`src/rtl/reg_port_arbiter_pkg.sv`:
```
// Shared definitions for the register-port arbiter.
//   - address / data widths of the byte-serial register file
//   - FSM state encoding (3-bit)
//   - helper that picks the state following the address phase
package reg_port_arbiter_pkg;

  localparam int ADDR_W = 8;
  localparam int DATA_W = 8;

  typedef enum logic [2:0] {
    S_IDLE = 3'd0,
    S_ADDR = 3'd1,
    S_DATA = 3'd2,
    S_REL  = 3'd3,
    S_WAIT = 3'd4,
    S_DONE = 3'd5
  } arb_state_e;

  // A write continues with its data phase; a read waits for the register file.
  function automatic arb_state_e after_addr(input logic we);
    return we ? S_DATA : S_WAIT;
  endfunction

endpackage

```
`src/rtl/reg_port_arbiter_rr_pick.sv`:
```
// Combinational round-robin picker.
// Ports:
//   req    in   NREQ    request vector
//   ptr    in   IDX_W   index of the last winner (search starts just after it)
//   onehot out  NREQ    one-hot winner, 0 when nothing is requested
//   idx    out  IDX_W   winner index, 0 when nothing is requested
//   any    out  1       at least one request present
module reg_port_arbiter_rr_pick #(
  parameter int NREQ  = 4,
  parameter int IDX_W = 2
) (
  input  logic [NREQ-1:0]  req,
  input  logic [IDX_W-1:0] ptr,
  output logic [NREQ-1:0]  onehot,
  output logic [IDX_W-1:0] idx,
  output logic             any
);

  logic [IDX_W-1:0] cand;

  // Scan from the farthest candidate back to the nearest one, so the last
  // hit written is the first requester after the pointer.
  always_comb begin
    idx  = {IDX_W{1'b0}};
    any  = 1'b0;
    cand = {IDX_W{1'b0}};
    for (int i = NREQ; i >= 1; i--) begin
      cand = IDX_W'((int'(ptr) + i) % NREQ);
      any  = any | req[cand];
      idx  = req[cand] ? cand : idx;
    end
    onehot = any ? ({{(NREQ-1){1'b0}}, 1'b1} << idx) : {NREQ{1'b0}};
  end

endmodule

```
`src/rtl/reg_port_arbiter.sv`:
```
// Round-robin arbiter sharing one byte-serial register file among NREQ
// requesters. Runs one transaction at a time:
//   write: address phase, data phase, strobe release, completion
//   read : address phase, wait for reg_valid (bounded by TIMEOUT), completion
// Ports:
//   clk, rst               clock, synchronous active-high reset
//   req/req_we             per-requester request level and direction
//   req_addr/req_wdata     packed per-requester address / write data (8 bits each)
//   gnt                    one-hot owner, high for the whole transaction
//   done, err              one-cycle completion pulse (err: read timed out)
//   rdata                  read result, valid in the done cycle, held afterwards
//   reg_data_in/reg_write/reg_read    strobes towards the register file
//   reg_data_out/reg_valid            response from the register file
module reg_port_arbiter
  import reg_port_arbiter_pkg::*;
#(
  parameter int NREQ    = 4,
  parameter int TIMEOUT = 16
) (
  input  logic                     clk,
  input  logic                     rst,
  input  logic [NREQ-1:0]          req,
  input  logic [NREQ-1:0]          req_we,
  input  logic [NREQ*ADDR_W-1:0]   req_addr,
  input  logic [NREQ*DATA_W-1:0]   req_wdata,
  output logic [NREQ-1:0]          gnt,
  output logic [NREQ-1:0]          done,
  output logic [DATA_W-1:0]        rdata,
  output logic                     err,
  output logic [DATA_W-1:0]        reg_data_in,
  output logic                     reg_write,
  output logic                     reg_read,
  input  logic [DATA_W-1:0]        reg_data_out,
  input  logic                     reg_valid
);

  localparam int IDX_W = (NREQ > 1) ? $clog2(NREQ) : 1;
  localparam int CNT_W = $clog2(TIMEOUT + 1);

  arb_state_e        state;
  logic [IDX_W-1:0]  ptr;
  logic              we_lat;
  logic [DATA_W-1:0] wdata_lat;
  logic [CNT_W-1:0]  wait_cnt;

  logic [NREQ-1:0]   pick_onehot;
  logic [IDX_W-1:0]  pick_idx;
  logic              pick_any;
  logic              sel_we;
  logic [ADDR_W-1:0] sel_addr;
  logic [DATA_W-1:0] sel_wdata;

  reg_port_arbiter_rr_pick #(
    .NREQ  (NREQ),
    .IDX_W (IDX_W)
  ) u_pick (
    .req    (req),
    .ptr    (ptr),
    .onehot (pick_onehot),
    .idx    (pick_idx),
    .any    (pick_any)
  );

  // Route the current winner's direction, address and data to the latches.
  always_comb begin
    sel_we    = req_we[pick_idx];
    sel_addr  = {ADDR_W{1'b0}};
    sel_wdata = {DATA_W{1'b0}};
    for (int i = 0; i < NREQ; i++) begin
      sel_addr  = (pick_idx == IDX_W'(i)) ? req_addr[i*ADDR_W +: ADDR_W]   : sel_addr;
      sel_wdata = (pick_idx == IDX_W'(i)) ? req_wdata[i*DATA_W +: DATA_W] : sel_wdata;
    end
  end

  // Transaction FSM. Outputs are registered: each transition loads the values
  // that belong to the state being entered.
  always_ff @(posedge clk) begin
    if (rst) begin
      state       <= S_IDLE;
      ptr         <= IDX_W'(NREQ - 1);
      we_lat      <= 1'b0;
      wdata_lat   <= {DATA_W{1'b0}};
      wait_cnt    <= {CNT_W{1'b0}};
      gnt         <= {NREQ{1'b0}};
      done        <= {NREQ{1'b0}};
      err         <= 1'b0;
      rdata       <= {DATA_W{1'b0}};
      reg_data_in <= {DATA_W{1'b0}};
      reg_write   <= 1'b0;
      reg_read    <= 1'b0;
    end else begin
      done <= {NREQ{1'b0}};
      err  <= 1'b0;
      case (state)
        S_IDLE: begin
          if (pick_any) begin
            ptr         <= pick_idx;
            we_lat      <= sel_we;
            wdata_lat   <= sel_wdata;
            gnt         <= pick_onehot;
            reg_data_in <= sel_addr;
            reg_write   <= sel_we;
            reg_read    <= ~sel_we;
            state       <= S_ADDR;
          end else begin
            state <= S_IDLE;
          end
        end
        S_ADDR: begin
          state <= after_addr(we_lat);
          if (we_lat) begin
            reg_data_in <= wdata_lat;
            reg_write   <= 1'b1;
            reg_read    <= 1'b0;
          end else begin
            // Address stays on reg_data_in while waiting.
            reg_write <= 1'b0;
            reg_read  <= 1'b0;
            wait_cnt  <= CNT_W'(1);
          end
        end
        S_DATA: begin
          reg_write <= 1'b0;
          state     <= S_REL;
        end
        S_REL: begin
          done  <= gnt;
          state <= S_DONE;
        end
        S_WAIT: begin
          // A valid in the last permitted cycle still counts as success.
          if (reg_valid) begin
            rdata <= reg_data_out;
            done  <= gnt;
            state <= S_DONE;
          end else if (wait_cnt == CNT_W'(TIMEOUT)) begin
            rdata <= {DATA_W{1'b0}};
            err   <= 1'b1;
            done  <= gnt;
            state <= S_DONE;
          end else begin
            wait_cnt <= wait_cnt + CNT_W'(1);
          end
        end
        S_DONE: begin
          gnt   <= {NREQ{1'b0}};
          state <= S_IDLE;
        end
        default: begin
          gnt       <= {NREQ{1'b0}};
          reg_write <= 1'b0;
          reg_read  <= 1'b0;
          state     <= S_IDLE;
        end
      endcase
    end
  end

endmodule

```
`config.mk`:
```
export PLATFORM = sky130hd
export DESIGN_NAME = reg_port_arbiter
export DESIGN_NICKNAME = d
export VERILOG_FILES = /design/src/rtl/reg_port_arbiter_pkg.sv /design/src/rtl/reg_port_arbiter_rr_pick.sv /design/src/rtl/reg_port_arbiter.sv
export SDC_FILE = /design/constraint.sdc
export NUM_CORES = 1
export LEC_CHECK = 0
export CAP_MARGIN = 0
export CORE_ASPECT_RATIO = 1.5
export CORE_MARGIN = 2
export CORE_UTILIZATION = 47
export DETAILED_ROUTE_END_ITERATION = 8
export HOLD_SLACK_MARGIN = 0.06
export PLACE_DENSITY = 0.87
export SYNTH_ARGS = -nofsm -noshare
export SYNTH_HDL_FRONTEND = slang
export SYNTH_SLANG_ARGS = --single-unit
```
`constraint.sdc`:
```
create_clock -name clk -period 4.1 [get_ports clk]
set_input_delay 0.82 -clock clk [delete_from_list [all_inputs] [get_ports clk]]
set_output_delay 0.82 -clock clk [all_outputs]
set_load 0.03 [all_outputs]
```
# [Word-level counts from Yosys, hierarchy flattened]
# Cells that the tools add are included.
[word_totals] reg_bits=46 output_inout_bits=27 word_cells=109
[op_classes] addsub=5 magnitude_cmp=5 n_eq_ne=15 shift=1 n_mux=47 bitwise=8 n_reduce_logical=16
[ops] op="two-way mux 8 bit" n=12
[ops] op="one-hot mux 4 bit (2 select lines)" n=2
[ops] op="one-hot mux 8 bit (2 select lines)" n=1
[ops] op="less-than comparator 2 x 3 -> 1 bit, second input constant" n=5
[ops] op="two-way mux 5 bit" n=3
[ops] op="one-hot mux 3 bit (5 select lines)" n=1
[ops] op="two-way mux 4 bit" n=3
[ops] op="binary-select mux 1 bit (select 2 bit)" n=5
[ops] op="two-way mux 1 bit" n=10
[ops] op="!= test 2 bit, second input constant" n=5
[ops] op="one-hot mux 5 bit (2 select lines)" n=1
[ops] op="AND reduction 2 bit" n=5
[ops] op="two-way mux 3 bit" n=3
[ops] op="two-way mux 2 bit" n=4
[ops] op="OR reduction 4 bit" n=2
[ops] op="equality test 3 x 2 -> 1 bit, second input constant" n=2
[ops] op="equality test 3 bit, second input constant" n=2
[ops] op="nonzero test 2 bit" n=3
[ops] op="OR reduction 3 bit" n=2
[ops] op="adder 5 x 1 -> 5 bit, second input constant" n=1
[ops] op="equality test 5 bit, second input constant" n=1
[ops] op="inverter 1 bit" n=5
[ops] op="adder 2 x 1 -> 2 bit, second input constant" n=2
[ops] op="adder 2 bit, second input constant" n=2
[ops] op="12 further kinds" n=15

# [Depth between registers and ports, before layout]
# Gate-level depths: netlist of the first run.
[logic_depth] ltp_word=14 mapped_depth=8

# [Cells and area by module]
# From an unflattened synthesis of the first run, not the netlist that was laid out.
[hier_totals] hier_cells=287 hier_area_um2=2726.4
[modules_own_cells] module="reg_port_arbiter" n_inst=1 cells_per_inst=253 area_each_um2=2482.4 seq_area_each_um2=920.9
[modules_own_cells] module="reg_port_arbiter_rr_pick" n_inst=1 cells_per_inst=34 area_each_um2=244.0 seq_area_each_um2=0.0

# [Worst setup path after synthesis of the first run]
# Ideal clock, no wire load.
[synth_timing] path_type="in2reg" start="in req[2]" end="reg reg_data_in[0]" arrival_ps=2020 setup_slack_ps=1959 path_stages=5 cell_sequence="or4_4 mux2i_4 a31oi_2 or2_0 o311a_1"
[synth_via] elab_chain_len=13 word_cells_on_any_way=27 classes_between="eq/ne: 4; mux: 18; bitwise: 3; reduce/logical: 2"
[synth_rtl] element="start: declaration" line="reg_port_arbiter.sv:22" rtl="input logic [NREQ-1:0] req,"
[synth_rtl] element="binary-select mux 1 bit (select 2 bit)" line="reg_port_arbiter_rr_pick.sv:29, reg_port_arbiter_rr_pick.sv:30"
[synth_rtl] element="two-way mux 1 bit (not written as such)" line="reg_port_arbiter_rr_pick.sv:29, reg_port_arbiter_rr_pick.sv:30"
[synth_rtl] element="two-way mux 2 bit (4 in a row)" line="reg_port_arbiter_rr_pick.sv:30" rtl="idx = req[cand] ? cand : idx;"
[synth_rtl] element="logical NOT 2 bit" line="reg_port_arbiter.sv:70" rtl="sel_addr = (pick_idx == IDX_W'(i)) ? req_addr[i*ADDR_W +: ADDR_W] : sel_addr;"
[synth_rtl] element="two-way mux 8 bit (4 in a row)" line="reg_port_arbiter.sv:70"
[synth_rtl] element="two-way mux 8 bit" line="reg_port_arbiter.sv:96" rtl="if (pick_any) begin"
[synth_rtl] element="one-hot mux 8 bit (2 select lines)" line="reg_port_arbiter.sv:94" rtl="case (state)"
[synth_rtl] element="end signal: assignment" line="reg_port_arbiter.sv:88" rtl="reg_data_in <= {DATA_W{1'b0}};"
[synth_rtl] element="end signal: assignment" line="reg_port_arbiter.sv:101" rtl="reg_data_in <= sel_addr;"
[synth_rtl] element="end signal: assignment" line="reg_port_arbiter.sv:112" rtl="reg_data_in <= wdata_lat;"
[synth_rtl] element="end: declaration" line="reg_port_arbiter.sv:30" rtl="output logic [DATA_W-1:0] reg_data_in,"
# Several ways; a longest one is shown, not always the timed one. The select of a mux whose other input is x is not followed.
# A chain may end at the register's enable or synchronous reset.

# [Worst setup path in the final report of the first run]
[layout_timing] start="in req[3]" end="reg reg_data_in[3]"
# Same word-level chain as after synthesis.

==> reports/summary.txt, run 1 <==
CP delay by family, top = compound AO/OA/AOI/OAI gates
HPWL Detailed = 6.24 mm
Die Area = 6280 um^2
Max Buffers Root-to-Sink = 2
CP required = 4300 ps
flop-to-flop setup slack = 1830 ps
Cell Area, Synth = 2660 um^2
Slew @ Worst Pin = 941 ps
Critical Path Max Stage Delay = 790 ps
share of the synthesized area in the top cell type = 34.7%
Clock transition at path regs = 90 ps
final wirelength = 8.16 mm
crit path time final = 2890 ps
H-tree Lvls = 2
Total Neg Setup Slack = 0 ps
vias per cell = 5.73
final instance area = 3830 um^2
Yosys cell types = 59
largest net degree at the start of global routing = 24
#FFs+latches synth = 46
placed cell area = 3730 um^2
Lkg Pwr = 0.00145 uW
core area = 5450 um^2
Fill cells = 470
Cell Rows = 33
Die Y-Extent = 96.1 um
crit path max-delay cell type = a31oi_4
Worst Hold Class = flip-flop to flip-flop
CTS resizes = 0
io pins = 110
status = finished clean
clk_skew = 11.8 ps
Slew Limit Headroom = 37.3%
mean routed wirelength per cell = 16.9 um
prevailing post-synth register cell = dfxtp_1
HP Start = gnt[3]
startpoint types = input pin
Worst Path Max Fanout = 23
total gr overflow = 0
Max VDD drop = 394 uV
final-report max-slew violation count = 0
share of cells above drive strength 1 = 7.02%
Critical Path AT = 3080 ps
post-synth top area cell = dfxtp_1
RSZ-0062 raised after global routing = no
EDFF count, synth = 0
nets = 500
DRC viols = 0
Synth Instances = 313
total CTS buffers = 5
Layout area overhead = 44.2%
Crit path buffers/inverters = 1
CP cell instances = clkdlybuf4s50_1 > nand3b_1 > a31oi_4 > nand2b_1 > a21oi_1 > o311a_1
FF-to-FF path depth = 5
Crit Path Category = input pin to flip-flop
antenna violations before repair = 0
most frequent cells in the layout = clkdlybuf4s50_1, dfxtp_1, a21oi_1, nand2_1, nor2_1
Crit. End Element = flip-flop
warnings from Yosys = 0
Max Freq = 346 MHz
Hold Fails Final Rpt = 0
reg-to-reg critical path startpoint = ptr[1]
number of global-route vias before repair = 2763
power density over the cells = 601 nW/um^2
Initial DRC Count = 103
synth top area cells = dfxtp_1, mux2i_1, a21oi_1
Total GRT Usage = 26.8%
via count = 2770
register area share after synthesis = 34.7%
first-pass GRT wire length = 13.0 mm
Syn Nets = 401
die width = 65.4 um
Post-CTS Setup Inserts = 0
antenna-violating nets left = 0
n_diodes = 0
CTS tree = yes
starting density of the core = 48.7%
clk_lat worst skew = 310 ps
ys async rst share = 0%
average cell area after synthesis = 8.48 um^2
gpl congestion = 0.934
hold path depth = 2
Final setup viols = 0
Hold Crit Endpoint = done[3]
Max-Cap Viols = 0
final worst-path cycle share = 70.4%
commonest non-fill, non-tap cell in the layout = clkdlybuf4s50_1
CTS Hold Bufs = 0
CTS Root Cell = clkbuf_8
Pre-antenna DRT Iters = 4
R2R Path End = reg_data_in[3]
Port Buffers = 109
total clock sinks = 46
==> per-layer routing <==
layer	vias up	share of wire, %	GRT usage [%]
met5	-	0	0
met3	25	5.5	5.38
met2	120	53	50.3
met4	0	4.9	14.2
li1	1353	-	-
met1	1272	37	27.5
==> worst max-delay path by stage <==
stage / start / to / slack [ps] / cells after the start
global placement: req[3] / reg_data_in[4] / 980 / 6
finish: req[3] / reg_data_in[3] / 1210 / 6
CTS: req[3] / reg_data_in[7] / 1250 / 6
detailed placement: req[3] / reg_data_in[7] / 920 / 6
floorplan: req[2] / reg_data_in[0] / 1960 / 5
global route: req[3] / reg_data_in[1] / 1110 / 6
==> metrics by stage <==
stage,worst slack [ps],utilization (%),hold slack [ps],cells,power (uW)
floorplan,1960,-,442,313,1640
global placement,981,68.5,449,475,1960
detailed placement,923,68.5,458,475,2000
CTS,1250,70.2,475,483,2290
global route,1110,70.2,490,483,2460
finish,1210,70.2,472,483,2300
==> where the power goes <==
part | switching (uW) | internal (uW)
Sequential | 125 | 569
Clock | 159 | 136
Combinational | 745 | 568
==> cells by family (layout without fill, tap and decap cells) <==
kind of cell,Yosys count,count (layout),share of synthesized area [%]
AOI/OAI and AO/OA,107,107,27.9
xor gates and xnor gates,3,3,0.990
adders and majority gates,5,5,2.36
buffers and inverters,26,126,5.32
DFF,46,46,34.7
muxes,21,21,8.39
and+or+nand+nor,105,105,20.3
==> state kept, by name, indices dropped and copies added, names as in the netlist <==
signal	flops
done	4
err	1
gnt	4
ptr	2
rdata	8
reg_data_in	8
reg_read	1
reg_write	1
state	3
wait_cnt	5
wdata_lat	8
we_lat	1
==> cell usage after synthesis, types with 3 or more instances <==
master	number
dfxtp_1	46
a21oi_1	30
nand2_1	27
nor2_1	23
o21ai_0	21
mux2i_1	20
nand3_1	18
o21ai_1	9
a22oi_1	8
a32o_1	8
o311a_1	8
or2_0	8
buf_2	7
clkbuf_1	5
ha_1	5
nor3_1	5
o22ai_1	4
buf_4	3
buf_6	3
inv_1	3
inv_2	3
nand3b_1	3
nand4_1	3
xor2_1	3
==> final cells by class <==
type                            instances  area [um^2]  share of cell area, %
Clock inverter                          2         12.5                  0.327
Clock buffer                            6         82.6                   2.16
Sequential cell                        46          921                   24.1
Multi-Input combinational cell        241         1590                   41.6
Tap cell                               70         87.6                   2.29
Inverter                                7         26.3                  0.686
Timing Repair Buffer                  111         1110                   28.9
==> tightest hold or removal path, stage by stage, from the launching register on <==
cell and delay [ps]:
dfxtp_1 310, nand2_1 70, nor2_1 50
Note: power is estimated with default switching activity, not from simulation.
==> run 2: changes to the inputs <==
CORE_UTILIZATION = 43   (was 47)
PLACE_DENSITY = 0.8   (was 0.87)
clock period = 2.8 ns   (was 4.1 ns; I/O delays follow)
==> run 2 against run 1 <==
Against the previous run:
- clock skew down 6.8 ps
- count of clock-buffer cells in the layout unchanged
- die area up 8.8%
- flip-flop and latch count unchanged
- worst setup slack worse by 750 ps
- register-to-register slack worse by 1200 ps
- largest cell class unchanged
- sequential share of layout area down 0.49 points
- non-clock buffer count up 6
- core utilization down 5.6 points
- global-route usage down 2.0 points
- highest routed layer unchanged
- combinational power up 50%
==> reports/summary.txt, run 2 (synthesis results as in run 1) <==
reg-to-reg critical path startpoint = state[0]
H-tree Lvls = 2 (unchanged)
Die Area = 6830 um^2 (+8.8%)
Crit. End Element = flip-flop
Crit Path Category = input pin to flip-flop
clk_skew = 5.00 ps (-6.76 ps)
CTS resizes = 0 (unchanged)
antenna-violating nets left = 0 (unchanged)
vias per cell = 5.63 (-1.8%)
core area = 6040 um^2 (+11%)
Pre-antenna DRT Iters = 4 (unchanged)
Fill cells = 555 (+18%)
final wirelength = 8.05 mm (-1.4%)
sw frac = 42.7% (-2.0 points)
Max Freq = 428 MHz
share of cells above drive strength 1 = 8.13% (+1.1 points)
Final Total Pwr = 3480 uW (+51%)
Sw Pwr = 1490 uW (+45%)
power density over the cells = 891 nW/um^2 (+48%)
Lkg Pwr = 0.00149 uW (+3.0%)
final hold slack = 466 ps (-5.83 ps)
Hold Crit Endpoint = done[2]
Die Y-Extent = 100 um (+4.4%)
RSZ-0062 raised after global routing = no
CTS Hold Bufs = 0 (unchanged)
HP Start = gnt[2]
die width = 68.2 um (+4.3%)
Slew @ Worst Pin = 698 ps (-243 ps)
most frequent cells in the layout = clkdlybuf4s50_1, dfxtp_1, a21oi_1, nand2_1, nor2_1
starting density of the core = 43.9% (-4.8 points)
final-report max-slew violation count = 0 (unchanged)
total clock sinks = 46 (unchanged)
total CTS buffers = 5 (unchanged)
Combinational Power Share = 56.5% (-0.5 points)
DRC viols = 0 (unchanged)
hold path depth = 2 (unchanged)
n_diodes = 0 (unchanged)
biggest regs = rdata x8, reg_data_in x8, wdata_lat x8
Clk pwr share = 14.3% (+1.5 points)
final worst-path cycle share = 83.5%
startpoint types = input pin
R2R Path End = reg_data_in[4]
nets = 506 (+1.2%)
flop-to-flop setup slack = 650 ps (-1180 ps)
Total GRT Usage = 24.8% (-2.0 points)
number of global-route vias before repair = 2898 (+4.9%)
status = finished clean
Max Buffers Root-to-Sink = 2 (unchanged)
first-pass GRT wire length = 13.0 mm (+0.53%)
sequential power share = 29.2% (-1.0 points)
Cell Rows = 35 (+6.1%)
Clock transition at path regs = 80 ps (about the same)
antenna violations before repair = 0 (unchanged)
via count = 2770 (unchanged)
Max-Cap Viols = 0 (unchanged)
crit path time final = 2340 ps
CTS tree = yes
largest net degree at the start of global routing = 20 (-17%)
Worst Hold Class = flip-flop to flip-flop
Post-CTS Setup Inserts = 0 (unchanged)
Hold Fails Final Rpt = 0 (unchanged)
Initial DRC Count = 79 (-23%)
Port Buffers = 109 (unchanged)
Power Internal = 1990 uW (+57%)
CTS Root Cell = clkbuf_8
Total Neg Setup Slack = 0 ps (unchanged)
mean routed wirelength per cell = 16.4 um (-3.2%)
HPWL Detailed = 6.32 mm (+1.2%)
FF-to-FF path depth = 4 (-1)
Slew Limit Headroom = 53.4% (+16 points)
total gr overflow = 0 (unchanged)
Critical Path AT = 2520 ps (-560 ps)
Worst Path Max Fanout = 17 (-26%)
Final setup viols = 0 (unchanged)
Max VDD drop = 538 uV (+37%)
gpl congestion = 0.910 (-2.6%)
io pins = 110 (unchanged)
clk_lat worst skew = 300 ps (about the same)
commonest non-fill, non-tap cell in the layout = clkdlybuf4s50_1
CP required = 2990 ps (-1310 ps)
Layout area overhead = 47.2%
==> run 2: cell types whose count changed in the layout (fill, tap and decap cells not counted), sizes merged <==
cell      before  now
clkinvlp       1    0
buf            2    8
clkinv         2    1
bufinv         0    1
==> run 2: how the worst max path moves through the flow <==
stage / endpoint / from / slack, ps
after floorplan: reg_data_in[0] / req[2] / 920
after global placement: wdata_lat[5] / req[3] / 240
after detailed placement: wdata_lat[5] / req[3] / 180
after CTS: wdata_lat[5] / req[3] / 460
after global routing: wdata_lat[5] / req[3] / 370
final: wdata_lat[5] / req[3] / 460
==> run 2: layout make-up <==
type                       instances  area (um^2)  share of cell area [%]
multi-input combinational        241         1590                    40.7
inverter                           7         26.3                   0.672
clock inverter                     1         30.0                   0.768
timing repair buffer             117         1160                    29.8
sequential                        46          921                    23.6
clock buffer                       6         82.6                    2.11
tap                               74         92.6                    2.37
==> run 2: worst max-delay path, cell delays in order <==
cell             delay, ps
clkdlybuf4s50_1        560
nand3b_1               140
a31oi_4                380
buf_12                 220
mux2i_1                220
nand2_1                140
a32o_1                 280
==> run 2: routing by layer <==
layer / vias to the layer above / routed length (um) / GRT usage, % / share of wire, %
met3: 19 / 391 / 3.92 / 4.9
met5: - / 0 / 0 / 0
met4: 0 / 238 / 10.5 / 3.0
met1: 1285 / 2920 / 24.1 / 36
met2: 95 / 4500 / 48.8 / 56
li1: 1371 / - / - / -
==> run 2: power by group through the flow <==
stage	clock (uW)	combinational [uW]	sequential (uW)
after floorplan	0	1290	1110
after global placement	0	1920	1020
after detailed placement	0	1960	1020
after CTS	501	1980	1010
after global routing	528	2170	1040
final	498	1970	1020
==> run 2: through the flow <==
step           cell area (um^2)  instances  utilization [%]  setup slack [ps]
6_report                   3910        492             64.7               463
2_1_floorplan              2660        313                -               919
4_1_cts                    3910        492             64.7               456
3_5_place_dp               3800        485             62.8               182
5_1_grt                    3910        492             64.7               374
3_3_place_gp               3800        485             62.8               241
